`src/rtl/video_fontload.sv`:
```
// CPU-side sequencer for the text-mode font RAM: pointer, small write FIFO and bulk fill.
// Font RAM writes are issued only in cend slots, one per slot, with registered outputs.
module video_fontload #(
  parameter int unsigned FIFO_LOG2 = 2
) (
  input  logic        clk,
  input  logic        rst,
  input  logic [7:0]  din,
  input  logic        addr_lo_wr,
  input  logic        addr_hi_wr,
  input  logic        data_wr,
  input  logic        fill_start,
  input  logic        cend,
  output logic [10:0] fnt_a,
  output logic [7:0]  fnt_d,
  output logic        fnt_wr,
  output logic [10:0] ptr,
  output logic        busy,
  output logic        ovf,
  output logic        fill_done
);

  localparam int unsigned Depth = 1 << FIFO_LOG2;

  typedef enum logic [0:0] {StIdle, StFill} state_e;

  state_e               state_q;
  logic [18:0]          mem_q [Depth];
  logic [FIFO_LOG2-1:0] wr_idx_q, rd_idx_q;
  logic [FIFO_LOG2:0]   count_q;
  logic [10:0]          ptr_q, fcnt_q, fnt_a_q;
  logic [7:0]           fill_val_q, fnt_d_q;
  logic                 fnt_wr_q, fill_done_q, ovf_q;

  logic empty, full, pop, push, fill_go, fill_rej, fill_wr;

  always_comb begin
    empty    = (count_q == '0);
    full     = (count_q == (FIFO_LOG2 + 1)'(Depth));
    pop      = (state_q == StIdle) && cend && !empty;
    // A pop in the same cycle frees a slot, so a full FIFO can still accept.
    push     = data_wr && (!full || pop);
    fill_go  = (state_q == StIdle) && fill_start && empty && !data_wr;
    fill_rej = fill_start && !fill_go;
    fill_wr  = (state_q == StFill) && cend;
  end

  always_ff @(posedge clk) begin
    if (!rst && push) begin
      mem_q[wr_idx_q] <= {ptr_q, din};
    end
  end

  always_ff @(posedge clk) begin
    if (rst) begin
      state_q     <= StIdle;
      wr_idx_q    <= '0;
      rd_idx_q    <= '0;
      count_q     <= '0;
      ptr_q       <= '0;
      fcnt_q      <= '0;
      fill_val_q  <= '0;
      fnt_a_q     <= '0;
      fnt_d_q     <= '0;
      fnt_wr_q    <= 1'b0;
      fill_done_q <= 1'b0;
      ovf_q       <= 1'b0;
    end else begin
      if (push) begin
        wr_idx_q <= wr_idx_q + FIFO_LOG2'(1);
      end
      if (pop) begin
        rd_idx_q <= rd_idx_q + FIFO_LOG2'(1);
      end
      unique case ({push, pop})
        2'b10:   count_q <= count_q + (FIFO_LOG2 + 1)'(1);
        2'b01:   count_q <= count_q - (FIFO_LOG2 + 1)'(1);
        default: count_q <= count_q;
      endcase

      // Address loads take priority over the post-increment of an accepted write.
      if (addr_lo_wr || addr_hi_wr) begin
        if (addr_lo_wr) ptr_q[7:0]  <= din;
        if (addr_hi_wr) ptr_q[10:8] <= din[2:0];
      end else if (push) begin
        ptr_q <= ptr_q + 11'd1;
      end

      if ((data_wr && !push) || fill_rej) begin
        ovf_q <= 1'b1;
      end else if (addr_hi_wr) begin
        ovf_q <= 1'b0;
      end

      fnt_wr_q    <= pop || fill_wr;
      fill_done_q <= fill_wr && (fcnt_q == 11'h7ff);

      if (pop) begin
        {fnt_a_q, fnt_d_q} <= mem_q[rd_idx_q];
      end else if (fill_wr) begin
        fnt_a_q <= fcnt_q;
        fnt_d_q <= fill_val_q;
      end

      unique case (state_q)
        StIdle: begin
          if (fill_go) begin
            fill_val_q <= din;
            fcnt_q     <= '0;
            state_q    <= StFill;
          end
        end
        StFill: begin
          if (fill_wr) begin
            fcnt_q <= fcnt_q + 11'd1;
            if (fcnt_q == 11'h7ff) begin
              state_q <= StIdle;
            end
          end
        end
        default: state_q <= StIdle;
      endcase
    end
  end

  assign fnt_a     = fnt_a_q;
  assign fnt_d     = fnt_d_q;
  assign fnt_wr    = fnt_wr_q;
  assign ptr       = ptr_q;
  assign busy      = (state_q != StIdle) || !empty;
  assign ovf       = ovf_q;
  assign fill_done = fill_done_q;

endmodule

```
`config.mk`:
```
export PLATFORM = sky130hd
export DESIGN_NAME = video_fontload
export DESIGN_NICKNAME = d
export VERILOG_FILES = /design/src/rtl/video_fontload.sv
export SDC_FILE = /design/constraint.sdc
export NUM_CORES = 1
export LEC_CHECK = 0
export CORE_MARGIN = 2
export CORE_UTILIZATION = 34
export CTS_CLUSTER_DIAMETER = 80
export DETAILED_ROUTE_END_ITERATION = 16
export PLACE_DENSITY = 0.57
export SYNTH_ARGS = -nofsm -noshare
export SYNTH_HDL_FRONTEND = slang
export SYNTH_SLANG_ARGS = --single-unit
```
`constraint.sdc`:
```
create_clock -name clk -period 2.5 [get_ports clk]
set_clock_uncertainty 0.05 [all_clocks]
set_input_delay 0.375 -clock clk [delete_from_list [all_inputs] [get_ports clk]]
set_output_delay 0.375 -clock clk [all_outputs]
set_load 0.03 [all_outputs]
```
### Yosys cells after proc, flatten, opt, wreduce, memory -nomap -nowiden

Memories as Yosys holds them, arrays and structs flattened. A register that Yosys moved wholly into a read port is not among the register bits.
Index checks and enable logic that the tools add are counted.

| word-level totals | value |
|---|---|
| memory bits (writable) | 76 |
| flip-flop bits (word level) | 60 |
| memories | 1 |
| output and inout port bits | 34 |

| operators by class | value |
|---|---|
| bitwise gates (word level) | 1 |
| equal/unequal tests | 8 |
| reductions and logical operators | 31 |
| add/subtract/negate cells | 6 |
| mux-type cells | 22 |

Memory list:

| name | words | bits a word | read ports | clocked after memory_dff | write ports | line | text |
|---|---|---|---|---|---|---|---|
| mem_q | 4 | 19 | 1 | 1 | 1 | 28 | `logic [18:0] mem_q [Depth];` |

Operator list:

| operator | count |
|---|---|
| $mux 11 | 6 |
| $mux 8 | 3 |
| $add 11x1->11 const B | 2 |
| $pmux 11 s2 | 1 |
| $eq 11x11->1 const B | 1 |
| $logic_and 1x1->1 | 11 |
| $reduce_and 2->1 | 4 |
| $reduce_bool 2->1 | 4 |
| $mux 1 | 7 |
| $logic_not 1->1 | 6 |
| $ne 2x2->1 const B | 3 |
| $pmux 3 s2 | 1 |
| $logic_or 1x1->1 | 5 |
| $add 2x1->2 const B | 2 |
| $mux 2 | 2 |
| $add 3x1->3 const B | 1 |
| $eq 3x3->1 const B | 1 |
| $logic_not 3->1 | 1 |
| $mux 3 | 1 |
| $sub 3x1->3 const B | 1 |
| $eq 2x1->1 const B | 1 |
| $eq 2x2->1 const B | 1 |
| $ne 2x1->1 const B | 1 |
| $pmux 1 s2 | 1 |
| $not 1->1 | 1 |

### Depth between registers and ports, before layout

| depth | value |
|---|---|
| word-level depth | 9 |
| gate-level depth with buffers | 8 |
| gate-level depth less buffers | 7 |

### Worst setup path before layout

No wires, ideal clock.

| path | value |
|---|---|
| path type | input-to-reg |
| start | input cend |
| end | register count_q[2] |
| cell stages on the path | 8 |
| slack | 0.552 ns |
| data required time | 2.317 ns |
| arrival time | 1.765 ns |
| cells stage by stage | nand2b_1 -> buf_2 -> nor3_1 -> inv_1 -> fa_1 -> nor3_1 -> a211o_1 -> a31oi_1 |

| on the way | value |
|---|---|
| cells in the longest elaborated chain, start to end | 6 |
| elaborated cells on any way between the ends | 8 |
| classes of those cells | 2 x eq/ne; 1 x mux; 5 x reduce/logical |

Ends and longest elaborated chain:

| what | line | text |
|---|---|---|
| from (decl) | 13 | `input logic cend,` |
| $logic_and 1x1->1 * (2 in series) | 40 | `pop = (state_q == StIdle) && cend && !empty;` |
| $logic_or 1x1->1 | 42 | `push = data_wr && (!full \|\| pop);` |
| $logic_and 1x1->1 | 42 |  |
| $eq 2x1->1 / $eq 2x2->1 (equally long branches) | 75 | `unique case ({push, pop})` |
| $pmux 3 s2 / $reduce_bool 2->1 (equally long branches) | -- |  |
| to (signal assigned) | 76 | `2'b10: count_q <= count_q + (FIFO_LOG2 + 1)'(1);` |
| to (signal assigned) | 77 | `2'b01: count_q <= count_q - (FIFO_LOG2 + 1)'(1);` |
| to (signal assigned) | 78 | `default: count_q <= count_q;` |
| to (decl) | 30 | `logic [FIFO_LOG2:0] count_q;` |

Mark *: on every way between the ends. The rest lies on a longest branch, timed or not.
A chain may end at the register's enable or synchronous reset.

### Worst setup path in the final report

| path | value |
|---|---|
| start | register count_q[0] |
| end | output busy |

| on the way | value |
|---|---|
| cells in the longest elaborated chain, start to end | 3 |

Ends and longest elaborated chain:

| what | line | text |
|---|---|---|
| $logic_not 3->1 | 38 | `empty = (count_q == '0);` |
| $logic_not 1->1 | 130 | `assign busy = (state_q != StIdle) \|\| !empty;` |
| $logic_or 1x1->1 | 130 |  |
| to (decl) | 18 | `output logic busy,` |

No other way between the ends.

==> run metrics <==
Via Count 3889; Max Fclk between 400 and 500 MHz; worst path required time around 2.1 ns; Yosys Warn Count 0; CP top delay family buffers and inverters; leak pwr ~2.4 nW; wire per inst about 18 um; Root Driver clkbuf_16; die area ~18000 um2; Max Fanout on Critical Path 11; first-pass GRT wire length 21600 um; Worst setup SP type flip-flop; PostCTS Resize Cnt 0; RSZ-0062 raised after global routing false; commonest non-fill, non-tap cell in the layout edfxtp_1; total gr overflow 0; antenna violations before repair 0; gpl congestion about 0.85; final hold violations 0; Peak supply drop between 500 and 600 uV; Max Cap Violations 0; CP max stage delay between 0.5 and 0.6 ns; post-layout util about 44%; Ports 49; Routed WL ~13000 um; Core ar. approximately 16000 um2; EDFF count, synth between 70 and 80; post-route minimum period about 2.4 ns; # nets final between 500 and 600; register area 3520 um2; most frequent cells in the layout 76 x edfxtp_1, 62 x dfxtp_1, 47 x clkdlybuf4s50_1; drc violations 0; share of flip-flops with an asynchronous set or reset 0%; Worst-path clk slew ~0.05 ns; cell accounting for the most synthesized area edfxtp_1; IO buf count 48; kind of critical path flip-flop to output port; Die W roughly 130 um; CP endpoint kind output port; Die Ht 133 um; Iter 0 DRT Violations around 260; Slew Limit Headroom between 60% and 70%; Num CTS Buffers 17; top cells by area, synth edfxtp_1 40%, dfxtp_1 22%, mux4_2 7.6%; Placement Rows 47; Synth Instances approximately 450; count of state elements after synthesis 138; Slew @ Worst Pin about 0.48 ns; Slew Limit Fails 0; largest net degree at the start of global routing 23; Power Density roughly 900 nW/um2; sequential fraction of the synthesis area between 60% and 70%; CTS tree done; Overall Global Routing Usage 16.1%; post-CTS setup buffer count 0; DP HPWL 9310 um; hold bufs inserted after CTS 0; final setup fails 0; drt via density ~5.2; critical path's slowest cell clkdlybuf4s50_1; Mapped Avg Cell Area 12.7 um2; Synth top area share between 40% and 50%; CTS Sinks 138; post-place setup slack -0.0240 ns; vias in the first global route 3906; Power, Total 0.00656 W; post-synthesis cell type count 56; share of layout cells above drive strength 1 approximately 15%; final worst-path cycle share 95.7%; htree depth 4; Synth Cell Area about 5700 um2; worst path bufs/invs 3; Main synth FF type edfxtp_1; Max Root-Sink Buffers 2; Filler cells ~1500; DR pass1 iterations 4; arrival time at the worst endpoint a little under 2 ns; Multi-input gate area 1970 um2; Tightest Hold Check Type primary input to flip-flop; Antenna Nets Post-Route 0; Area Overhead vs Synth 26.2%; Starting Density about a third; antenna cells 0; post-synthesis net count around 470; clk_lat worst skew 0.42 ns; outcome finished, final reports clean; slack of the critical path 0.108 ns; CP Cell Sequence nor4_2, buf_4, inv_2, clkdlybuf4s50_1
## through the flow
step	cells	TNS, ns	hold slack [ns]	instance area, um2
3_3_place_gp	720	0	0.388	6560
2_1_floorplan	447	0	0.382	5660
3_5_place_dp	720	-0.0240	0.397	6560
4_1_cts	752	0	0.286	7140
5_1_grt	752	0	0.310	7140
6_report	752	0	0.305	7140
## Yosys cell counts, types with 2 or more instances
cell type and number:
a2111oi_0 2, nor2_1 27, dfxtp_1 62, edfxtp_1 76, a22oi_1 18, nand4_1 5
mux4_2 19, a311oi_1 3, inv_1 13, nand3b_1 2, or4_1 5, o31ai_1 5
a21oi_1 42, and2_1 6, and3_1 4, and4_1 3, nor4_1 2, clkbuf_1 12
nand2_1 40, a211o_1 2, o21ai_0 3, nand3_1 19, a2bb2oi_1 2, buf_2 10
or3_1 4, nor3_1 7, ha_1 6, xor2_1 5, nand2b_1 3, a211oi_1 5
mux2i_1 2, a21o_1 2, xnor2_1 5, a31oi_1 4
## logic make-up after synthesis
logic type | count (synthesis) | synth area share (%)
flip-flops | 138 | 62.3
AND/OR/NAND/NOR | 134 | 11.9
AO/OA/AOI/OAI | 98 | 11.5
buffers and inverters | 38 | 2.94
multiplexers | 22 | 8.12
XOR/XNOR | 10 | 1.55
adder cells (fa/ha/maj) | 7 | 1.68
## routing by layer
metal / vias to the layer above / wire length [um] / GRT usage [%]
met4: 0 / 233 / 6.15
met3: 19 / 426 / 3.98
met5: - / 0 / 0
li1: 1842 / - / -
met2: 76 / 6500 / 26.3
met1: 1952 / 6150 / 20.7
## sequential cells by signal, summed over array words and instances, names as in the netlist, named ones only
name	flops
state_q	1
fnt_a	11
fill_val_q	8
fnt_wr	1
ovf	1
count_q	3
rd_idx_q	2
fill_done	1
fnt_d	8
wr_idx_q	2
fcnt_q	11
mem_q	76
ptr	11
## report_power, final
group | internal, W | switching, W
sequential | 0.00258 | 0.000153
combinational | 0.000607 | 0.000757
clock | 0.00158 | 0.000881
total | 0.00476 | 0.00179
## worst paths after layout
path,startpoint,endpoint,slack [ns],cells past startpoint
setup reg to reg,count_q[0]$_SDFFE_PP0P_,count_q[2]$_SDFFE_PP0P_,0.45,7
setup / recovery,count_q[0]$_SDFFE_PP0P_,busy,0.11,4
hold reg to reg,fill_val_q[3]$_SDFFE_PP0P_,fnt_d[3]$_SDFFE_PP0P_,0.40,2
hold / removal,rst,fcnt_q[0]$_SDFFE_PP0P_,0.31,2
## layout make-up
class                           instances  share of cell area, %
Timing Repair Buffer                   77                   10.4
Tap cell                              220                   3.85
Clock inverter                         10                   1.75
Multi-Input combinational cell        271                   27.6
Sequential cell                       138                   49.3
Inverter                               14                  0.736
Clock buffer                           22                   6.36
No activity file was read; power rests on OpenSTA's default activity.
